**src/rtl/fetch_unit.sv**
```systemverilog
// fetch_unit: instruction fetch stage. Owns the PC, issues word requests to
// instruction memory, buffers responses in a DEPTH-entry in-order queue and
// hands them to decode over a valid/ready handshake. A redirect flushes the
// queue and discards responses that are still in flight.
// Optional feature macro: FETCH_MISALIGN_CHECK_EN (sticky misaligned-redirect
// flag that halts fetching until reset). Without it the redirect target is
// forced word-aligned and fetch_misalign is tied low.
module fetch_unit #(
  parameter logic [31:0] RESET_PC = 32'h0000_0000,
  parameter int unsigned DEPTH    = 4
) (
  input  logic        clk,
  input  logic        rst,
  output logic        imem_req_valid,
  input  logic        imem_req_ready,
  output logic [31:0] imem_req_addr,
  input  logic        imem_rsp_valid,
  input  logic [31:0] imem_rsp_data,
  input  logic        redirect,
  input  logic [31:0] redirect_pc,
  output logic        valid,
  output logic [31:0] instruction,
  output logic [31:0] pc_address,
  input  logic        dec_ready,
  output logic        fetch_misalign
);

  localparam int unsigned PW = $clog2(DEPTH);
  localparam int unsigned CW = PW + 1;
  localparam logic [CW-1:0] FULL = CW'(DEPTH);

  logic [31:0]   pc_q, pc_d;
  logic [PW-1:0] alloc_q, alloc_d, fill_q, fill_d, head_q, head_d;
  logic [CW-1:0] count_q, count_d, pend_q, pend_d, drop_q, drop_d;
  logic [CW-1:0] in_flight;

  logic [31:0]    slot_pc_q    [DEPTH];
  logic [31:0]    slot_instr_q [DEPTH];
  logic [DEPTH-1:0] slot_filled_q;

  logic        accept, pop, rsp_drop, rsp_fill, halted;
  logic [31:0] redir_pc;

`ifdef FETCH_MISALIGN_CHECK_EN
  logic misalign_q, misalign_d;

  assign redir_pc   = redirect_pc;
  assign misalign_d = misalign_q | (redirect & (|redirect_pc[1:0]));
  assign halted     = misalign_q;

  // Sticky misalignment flag; only reset clears it
  always_ff @(posedge clk or negedge rst) begin
    if (!rst) misalign_q <= 1'b0;
    else      misalign_q <= misalign_d;
  end

  assign fetch_misalign = misalign_q;
`else
  assign redir_pc       = redirect_pc & 32'hFFFF_FFFC;
  assign halted         = 1'b0;
  assign fetch_misalign = 1'b0;
`endif

  assign imem_req_valid = rst && (count_q < FULL) && !redirect &&
                          (drop_q == '0) && !halted;
  assign imem_req_addr  = pc_q;
  assign accept         = imem_req_valid && imem_req_ready;

  assign valid       = slot_filled_q[head_q];
  assign instruction = slot_instr_q[head_q];
  assign pc_address  = slot_pc_q[head_q];
  assign pop         = valid && dec_ready;

  assign rsp_drop = imem_rsp_valid && (drop_q != '0);
  assign rsp_fill = imem_rsp_valid && (drop_q == '0) && (pend_q != '0);

  // Stale responses = earlier drops plus still-pending fetches; both are never
  // non-zero together, so a redirect during a drop window keeps the tally exact
  assign in_flight = drop_q + pend_q;

  // Next-state for PC, pointers and counters; redirect overrides everything
  always_comb begin
    pc_d    = pc_q;
    alloc_d = alloc_q;
    fill_d  = fill_q;
    head_d  = head_q;
    count_d = count_q;
    pend_d  = pend_q;
    drop_d  = drop_q;
    if (redirect) begin
      pc_d    = redir_pc;
      alloc_d = '0;
      fill_d  = '0;
      head_d  = '0;
      count_d = '0;
      pend_d  = '0;
      drop_d  = (imem_rsp_valid && (in_flight != '0)) ? in_flight - 1'b1 : in_flight;
    end else begin
      if (accept) begin
        pc_d    = pc_q + 32'd4;
        alloc_d = alloc_q + 1'b1;
      end
      if (rsp_drop) drop_d = drop_q - 1'b1;
      if (rsp_fill) fill_d = fill_q + 1'b1;
      if (pop)      head_d = head_q + 1'b1;
      count_d = count_q + CW'(accept) - CW'(pop);
      pend_d  = pend_q + CW'(accept) - CW'(rsp_fill);
    end
  end

  // PC, pointer and counter registers
  always_ff @(posedge clk or negedge rst) begin
    if (!rst) begin
      pc_q    <= RESET_PC;
      alloc_q <= '0;
      fill_q  <= '0;
      head_q  <= '0;
      count_q <= '0;
      pend_q  <= '0;
      drop_q  <= '0;
    end else begin
      pc_q    <= pc_d;
      alloc_q <= alloc_d;
      fill_q  <= fill_d;
      head_q  <= head_d;
      count_q <= count_d;
      pend_q  <= pend_d;
      drop_q  <= drop_d;
    end
  end

  // Queue slot storage: allocate, fill from memory, free on pop, flush on redirect
  always_ff @(posedge clk or negedge rst) begin
    if (!rst) begin
      for (int unsigned i = 0; i < DEPTH; i++) begin
        slot_pc_q[i]    <= '0;
        slot_instr_q[i] <= '0;
      end
      slot_filled_q <= '0;
    end else if (redirect) begin
      slot_filled_q <= '0;
    end else begin
      if (accept) begin
        slot_pc_q[alloc_q]     <= pc_q;
        slot_filled_q[alloc_q] <= 1'b0;
      end
      if (rsp_fill) begin
        slot_instr_q[fill_q]  <= imem_rsp_data;
        slot_filled_q[fill_q] <= 1'b1;
      end
      if (pop) slot_filled_q[head_q] <= 1'b0;
    end
  end

endmodule

```
**config.mk**
```make
export PLATFORM = sky130hd
export DESIGN_NAME = fetch_unit
export DESIGN_NICKNAME = d
export VERILOG_FILES = /design/src/rtl/fetch_unit.sv
export SDC_FILE = /design/constraint.sdc
export NUM_CORES = 1
export LEC_CHECK = 0
export BUFFER_PORTS_ARGS = -buffer_cell sky130_fd_sc_hd__buf_2
export CAP_MARGIN = 40
export CELL_PAD_IN_SITES_DETAIL_PLACEMENT = 1
export CELL_PAD_IN_SITES_GLOBAL_PLACEMENT = 1
export CORE_UTILIZATION = 52
export DETAILED_ROUTE_END_ITERATION = 8
export PLACE_DENSITY = 0.84
export SYNTH_ARGS = -nofsm -noshare
export SYNTH_HDL_FRONTEND = slang
export SYNTH_SLANG_ARGS = --single-unit
export TNS_END_PERCENT = 50
```
**constraint.sdc**
```tcl
create_clock -name clk -period 5.5 [get_ports clk]
set_input_delay 0 -clock clk [delete_from_list [all_inputs] [get_ports clk]]
set_output_delay 0 -clock clk [all_outputs]
set_load 0.005 [all_outputs]
```
==> metrics.csv, run 1 <==
stage,metric,value,unit
synthesis,synth.area.top_cells,"dfrtp_1 (54%), mux2_2 (19%), mux4_2 (10%)",
global_route,overflow,0,
synthesis,netlist_area,13840,um^2
synthesis,synth_top_cell_by_area,dfrtp_1,
die,die_h,165.2,um
die,rows,59,
routing,drt-initial-drc-count,591,
routing,vias,9113,
worst_setup_path,critPathCaptureType,flop,
synthesis,ys_async_sr_fraction,100.0,%
cts,cts_sinks,297,
min_path,hold_depth,3,
final_layout,area_growth,20.27,%
die,ios,169,
routing,wirelength,36350,um
pwr,pwr_density_cell,359.8,nW/um^2
global_route,first_global_vias,10389,
cts,cts_tree,yes,
worst_setup_path,critPathBufInv,5,
timing,worst_slack,1.471,ns
cts,cts.path.max_buffers,3,
final_layout,nNetsFinal,1270,
placement,place.port_buffers,161,
min_path,hold_path_class,in -> reg,
placement,dp_hpwl,22160,um
status,status,finished clean,
timing,finalHoldViolCount,0,
routing,ant_nets,0,
timing,rsz0062_at_grt,false,
timing,setup_tns,0,ns
cts,clk_latency,0.51,ns
worst_setup_path,crit_type,reg -> reg,
worst_setup_path,crit_family,simple AND/OR/NAND/NOR gates,
timing,worstMarginPinSlew,0.8549,ns
final_layout,final_core_util,63.88,%
cts,cts_htree_levels,2,
worst_setup_path,path_cells,inv_1 -> ha_1 -> nor2b_1 -> and4_1 -> inv_1 -> buf_4 -> ha_1 -> inv_1 -> ha_1 -> inv_1 -> fa_1 -> xnor2_1 -> xnor2_1 -> nor2_1,
die,die-area,27280,um^2
synthesis,synth_edf_count,0,
run,drv_cap,0,
timing,report.final.slew_viol_count,0,
synthesis,syn_inst,967,
pwr,vdd_drop_max,0.3233,mV
synthesis,yosysSeqAreaShare,53.69,%
routing,post-route-drc-count,0,
routing,drt-wirelength-per-cell,23.68,um
worst_setup_path,reg2regPathDepth,14,
synthesis,synth_cell_types,49,
worst_setup_path,required,5.86,ns
die,die_w,165.2,um
global_route,grt_pass1_wl,58480,um
timing,skew,0.01452,ns
routing,avgViaCountPerCell,5.937,
worst_setup_path,cp_slowest_cell,and4_1,
final_layout,fillers,2446,
pwr,p_leak,0.008075,uW
worst_setup_path,path_max_fanout,21,
final_layout,fin_cells,1535,
timing,min_period,4.029,ns
worst_setup_path,cp_slowest_stage_delay,0.78,ns
placement,gp_congestion,0.7663,
die,initial_core_util,53.12,%
worst_setup_path,crit_arrival,4.39,ns
routing,first_pass_iters,5,
timing,maxSlewHeadroom,43.01,%
global_route,grt_use_total,28.15,%
synthesis,synth_flop_cell,dfrtp_1,
global_route,antenna_found_initial,2,
die,fp.coreArea,26060,um^2
worst_setup_path,cp-start-kind,flop,
cts,cts_setup_buffers,0,
cts,numCtsBuffers,34,
global_route,grt_max_degree,107,
timing,final-setup-viol-count,0,
final_layout,drive_gt1_share,44.74,%
synthesis,ys.warnings.count,0,
timing,fmax,248.2,MHz
placement,dp_cells,1410,
synthesis,synth.avg_cell_area,14.31,um^2
synthesis,postSynthRegisterBits,297,
synthesis,netlist.area_leader.share,53.69,%
worst_setup_path,path_depth,14,
cts,path_clk_slew,0.06,ns
timing,post-route-period-util,73.25,%
placement,place_ws,1.530,ns
cts,root_buffer,clkbuf_16,
worst_setup_path,worst_path_most_repeated_cell,inv_1,
layer usage:
layer  vias to the layer above  global-route usage, %  wire length (um)  part of all wire, %
li1                       3971                      -                 -                    -
met1                      4839                  34.65             14490                   40
met2                       242                  49.51             19010                   52
met3                        61                  5.969              2019                  5.6
met4                         0                  8.590               832                  2.3
met5                         -                      0                 0                    0
worst reg2reg max path, cell delays in order (launching register included):
cell and delay (ns):
dfrtp_1 0.38, inv_1 0.13, ha_1 0.21, nor2b_1 0.27
and4_1 0.78, inv_1 0.45, buf_4 0.34, ha_1 0.31
inv_1 0.06, ha_1 0.13, inv_1 0.04, fa_1 0.38
xnor2_1 0.20, xnor2_1 0.15, nor2_1 0.05
metrics by stage:
step / hold slack, ns / power [uW] / instance area, um^2
3_5_place_dp: 0.1071 / 3735 / 14880
5_1_grt: 0.1320 / 6247 / 16640
6_report: 0.08787 / 5990 / 16650
2_1_floorplan: -0.2956 / 3255 / 13860
4_1_cts: 0.06832 / 6029 / 16640
3_3_place_gp: 0.1129 / 3648 / 14820
cells by family (layout without fill, tap and decap cells):
family	Yosys count	after routing	share of synthesized area [%]
AO/OA/AOI/OAI	85	85	4.059
XOR/XNOR	12	12	0.7594
adder cells (fa/ha/maj)	25	25	2.422
buffers and inverters	94	321	3.299
flip-flops	297	297	53.69
multiplexers	308	308	30.15
other	1	7	0.02709
AND/OR/NAND/NOR	145	145	5.595
cell type report:
cell class	instances	area, um^2	area share, %
clock inverter	4	25.02	0.1503
antenna	2	5.005	0.03006
tap	335	419.2	2.518
multi-input combinational	580	5968	35.85
sequential	297	7437	44.67
inverter	19	71.32	0.4284
clock buffer	55	1094	6.569
timing repair buffer	243	1628	9.778
repair_timing:
| action | CTS | global route |
|---|---|---|
| endpoints found under the hold margin | 264 | 0 |
| hold buffers | 64 | 0 |
| gates resized for setup | 0 | 0 |
sequential cells by signal, indices dropped and copies added, names as in the netlist:
signal	count
slot_instr_q	128
alloc_q	2
drop_q	3
imem_req_addr	30
count_q	3
pend_q	3
slot_pc_q	120
head_q	2
fill_q	2
slot_filled_q	4
synthesized netlist by cell type (4+ instances only):
cell type / number
nor2_1: 19
nor2b_1: 7
nor4_1: 4
nand2_1: 53
and3_1: 8
a211oi_1: 4
inv_1: 19
buf_4: 17
mux2i_1: 4
a221o_1: 8
mux2_2: 234
buf_2: 32
ha_1: 22
o21ai_0: 36
dfrtp_1: 297
a22oi_1: 5
a31oi_1: 6
o311ai_0: 11
clkbuf_1: 23
nand4_1: 6
nand3_1: 19
xnor2_1: 9
and2_1: 4
or4_1: 4
mux2_1: 7
a21oi_1: 8
mux4_2: 63
nor3_1: 5
report_power, final:
group | internal (uW) | total [uW] | switching, uW
Sequential | 2440 | 2660 | 219
Clock | 1360 | 2240 | 886
Combinational | 620 | 1090 | 471
final timing paths:
kind                                     to     startpoint  slack [ns]
min reg2reg                   slot_pc_q[17]  slot_pc_q[17]        0.48
min in group asynchronous  slot_instr_q[27]            rst        0.13
max reg2reg                       pend_q[2]      drop_q[1]        1.47
max in group asynchronous      slot_pc_q[2]            rst        3.35
min                        slot_filled_q[3]      dec_ready        0.09
max                               pend_q[2]      drop_q[1]        1.47
cell usage in the layout (no fill, tap or decap), types with 3 or more instances in the layout:
| cell | count |
|---|---|
| a211oi_1 | 4 |
| a21oi_1 | 8 |
| a221o_1 | 8 |
| a22oi_1 | 5 |
| a31oi_1 | 6 |
| and2_1 | 4 |
| and3_1 | 8 |
| buf_2 | 160 |
| buf_4 | 15 |
| clkbuf_1 | 8 |
| clkbuf_16 | 37 |
| clkbuf_8 | 10 |
| conb_1 | 5 |
| dfrtp_1 | 295 |
| dlygate4sd3_1 | 64 |
| fa_1 | 3 |
| ha_1 | 22 |
| inv_1 | 19 |
| mux2_1 | 7 |
| mux2_2 | 234 |
| mux2i_1 | 4 |
| mux4_2 | 63 |
| nand2_1 | 53 |
| nand2b_1 | 3 |
| nand3_1 | 19 |
| nand4_1 | 6 |
| nor2_1 | 19 |
| nor2b_1 | 7 |
| nor3_1 | 5 |
| nor4_1 | 4 |
| o21ai_0 | 36 |
| o311ai_0 | 11 |
| or4_1 | 4 |
| xnor2_1 | 9 |
| xor2_1 | 3 |
Note: power is estimated with default switching activity, not from simulation.
==> inputs of run 2 (changes only) <==
CORE_UTILIZATION = 48   (was 52)
PLACE_DENSITY = 0.78   (was 0.84)
clock period = 3.9 ns   (was 5.5 ns; I/O delays follow)
==> metrics.csv, run 2 (synthesis gave the netlist of run 1 again) <==
stage,metric,value,unit,change
global_route,grt_pass1_wl,57150,um,-2.3%
cts,numCtsBuffers,34,,unchanged
final_layout,final_cell_mix,"dfrtp_1 (295), mux2_2 (234), buf_2 (160)",,
timing,fmax,336.3,MHz,
timing,setup_tns,0,ns,unchanged
timing,post-route-period-util,76.24,%,
cts,cts_tree,yes,,
global_route,overflow,0,,unchanged
final_layout,largest_reg_flops,128,,unchanged
final_layout,fillers,2716,,+11%
routing,first_pass_iters,4,,-1
timing,report.final.slew_viol_count,0,,unchanged
timing,skew,0.01980,ns,+0.005284 ns
worst_setup_path,path_max_fanout,38,,+81%
pwr,p_comb_share,18.1,%,about the same
placement,place.port_buffers,161,,unchanged
cts,clk_latency,0.51,ns,about the same
worst_setup_path,required,3.90,ns,-1.96 ns
min_path,min_from,dec_ready,,
cts,cts_htree_levels,2,,unchanged
worst_setup_path,r2r_slack,1.02,ns,-0.45 ns
pwr,p_leak,0.008137,uW,+0.77%
die,fp.coreArea,28090,um^2,+7.8%
routing,drt-wirelength-per-cell,22.57,um,-4.7%
pwr,vdd_drop_max,0.3350,mV,+3.6%
timing,finalHoldViolCount,0,,unchanged
placement,gp_congestion,0.7764,,+1.3%
run,drv_cap,0,,unchanged
worst_setup_path,worstReg2RegEnd,count_q[2],,
placement,dp_cells,1460,,+3.5%
min_path,hold_path_class,in -> reg,,
global_route,antenna_found_initial,3,,+1
min_path,hold_depth,3,,unchanged
final_layout,area_growth,21.75,%,
worst_setup_path,cp-start-kind,flop,,
pwr,p_clk_share,38.2,%,+0.8 points
global_route,first_global_vias,10148,,-2.3%
pwr,pwr_density_cell,507.2,nW/um^2,+41%
die,die_w,171.8,um,+4.0%
global_route,grt_use_total,25.34,%,-2.8 points
die,ios,169,,unchanged
final_layout,multi_input_area,5968,um^2,unchanged
cts,cts_setup_buffers,0,,unchanged
routing,post-route-drc-count,0,,unchanged
worst_setup_path,crit_type,reg -> out,,
die,die-area,29520,um^2,+8.2%
min_path,hold_path_end,slot_filled_q[3],,
routing,vias,9088,,-0.27%
cts,path_clk_slew,0.06,ns,about the same
placement,dp_hpwl,21560,um,-2.7%
routing,drt-initial-drc-count,526,,-11%
timing,rsz0062_at_grt,false,,
final_layout,largest-register,slot_instr_q,,
pwr,switching_share,25.65,%,-0.65 points
final_layout,fin_cells,1590,,+3.6%
pwr,seqPwrFrac,43.7,%,-0.7 points
die,rows,61,,+3.4%
final_layout,final_core_util,60.00,%,-3.9 points
routing,wirelength,35890,um,-1.3%
final_layout,layout_commonest_cell,dfrtp_1,,
routing,avgViaCountPerCell,5.716,,-3.7%
worst_setup_path,r2r-start,drop_q[1],,
die,initial_core_util,49.28,%,-3.8 points
pwr,total_power,8547,uW,+43%
pwr,p_sw,2193,uW,+39%
timing,min_period,2.973,ns,
worst_setup_path,critPathCaptureType,output port,,
die,die_h,171.8,um,+4.0%
final_layout,drive_gt1_share,44.62,%,-0.12 points
timing,hold_ws,0.08811,ns,+0.0002428 ns
global_route,grt_max_degree,67,,-37%
timing,worstMarginPinSlew,0.8419,ns,-0.01296 ns
routing,ant_nets,0,,unchanged
final_layout,layout.area.seq,7437,um^2,unchanged
timing,final-setup-viol-count,0,,unchanged
pwr,p_int,6355,uW,+44%
worst_setup_path,crit_arrival,2.97,ns,-1.42 ns
cts,cts_resized,0,,unchanged
status,status,finished clean,,
final_layout,nNetsFinal,1279,,+0.71%
cts,cts_sinks,297,,unchanged
cts,root_buffer,clkbuf_16,,
cts,cts.path.max_buffers,3,,unchanged
worst_setup_path,reg2regPathDepth,13,,-1
timing,maxSlewHeadroom,43.87,%,+0.86 points
==> run 2: changes by cell type in the layout (fill, tap and decap cells not counted) <==
cell / delta
buf_12: +1
buf_16: +2
buf_4: +5
buf_6: -1
bufinv_16: +4
clkbuf_1: +5
clkbuf_16: -2
clkbuf_8: -4
clkinv_2: -2
clkinvlp_4: -1
diode_2: +2
dlygate4sd3_1: +2
inv_6: +1
==> run 2: power by group through the flow <==
stage,logic (uW),clock network [uW],registers (uW)
final,1550,3270,3730
after global routing,1700,3460,3780
after CTS,1570,3360,3730
after detailed placement,1490,0,3770
after global placement,1420,0,3740
after floorplan,952,0,3640
==> run 2: through the flow <==
step,cell area [um^2],setup WS [ns]
after floorplan,13860,1.047
after global placement,14960,1.118
after detailed placement,15040,1.004
after CTS,16840,0.8060
after global routing,16840,0.7070
final,16850,0.9268
==> run 2: worst max path at each step <==
stage / endpoint / start / slack (ns)
global placement: pend_q[2] / drop_q[1] / 1.12
detailed placement: pend_q[2] / drop_q[1] / 1.00
finish: pc_address[11] / head_q[0] / 0.93
CTS: pc_address[6] / head_q[0] / 0.81
floorplan: pend_q[2] / drop_q[1] / 1.05
global route: pc_address[8] / head_q[0] / 0.71
==> run 2: final cells by class <==
| class | count | area share, % |
|---|---|---|
| diodes | 4 | 0.05940 |
| clock buffers | 54 | 5.977 |
| clock inverters | 6 | 0.8093 |
| inverters | 19 | 0.4232 |
| multi-input cells | 580 | 35.41 |
| flip-flops and latches | 297 | 44.13 |
| well taps | 378 | 2.806 |
| repair buffers | 252 | 10.38 |
==> run 2: metal layers <==
metal / vias up / global-route usage [%] / wire length [um]
met2: 227 / 44.08 / 18310
met5: - / 0 / 0
met4: 0 / 6.810 / 761
li1: 4006 / - / -
met3: 62 / 5.016 / 1947
met1: 4793 / 32.28 / 14870
==> run 2: critical path: stages, from the launching register on <==
cell and delay [ns]:
dfrtp_4 0.41, buf_4 0.51, buf_4 0.77, mux4_2 0.61, buf_2 0.15
==> run 2: what timing repair did <==
| item | 4_1_cts | 5_1_grt |
|---|---|---|
| hold buffers | 66 | 0 |
| hold endpoints to repair | 281 | 0 |
| setup endpoints to repair | 0 | 0 |
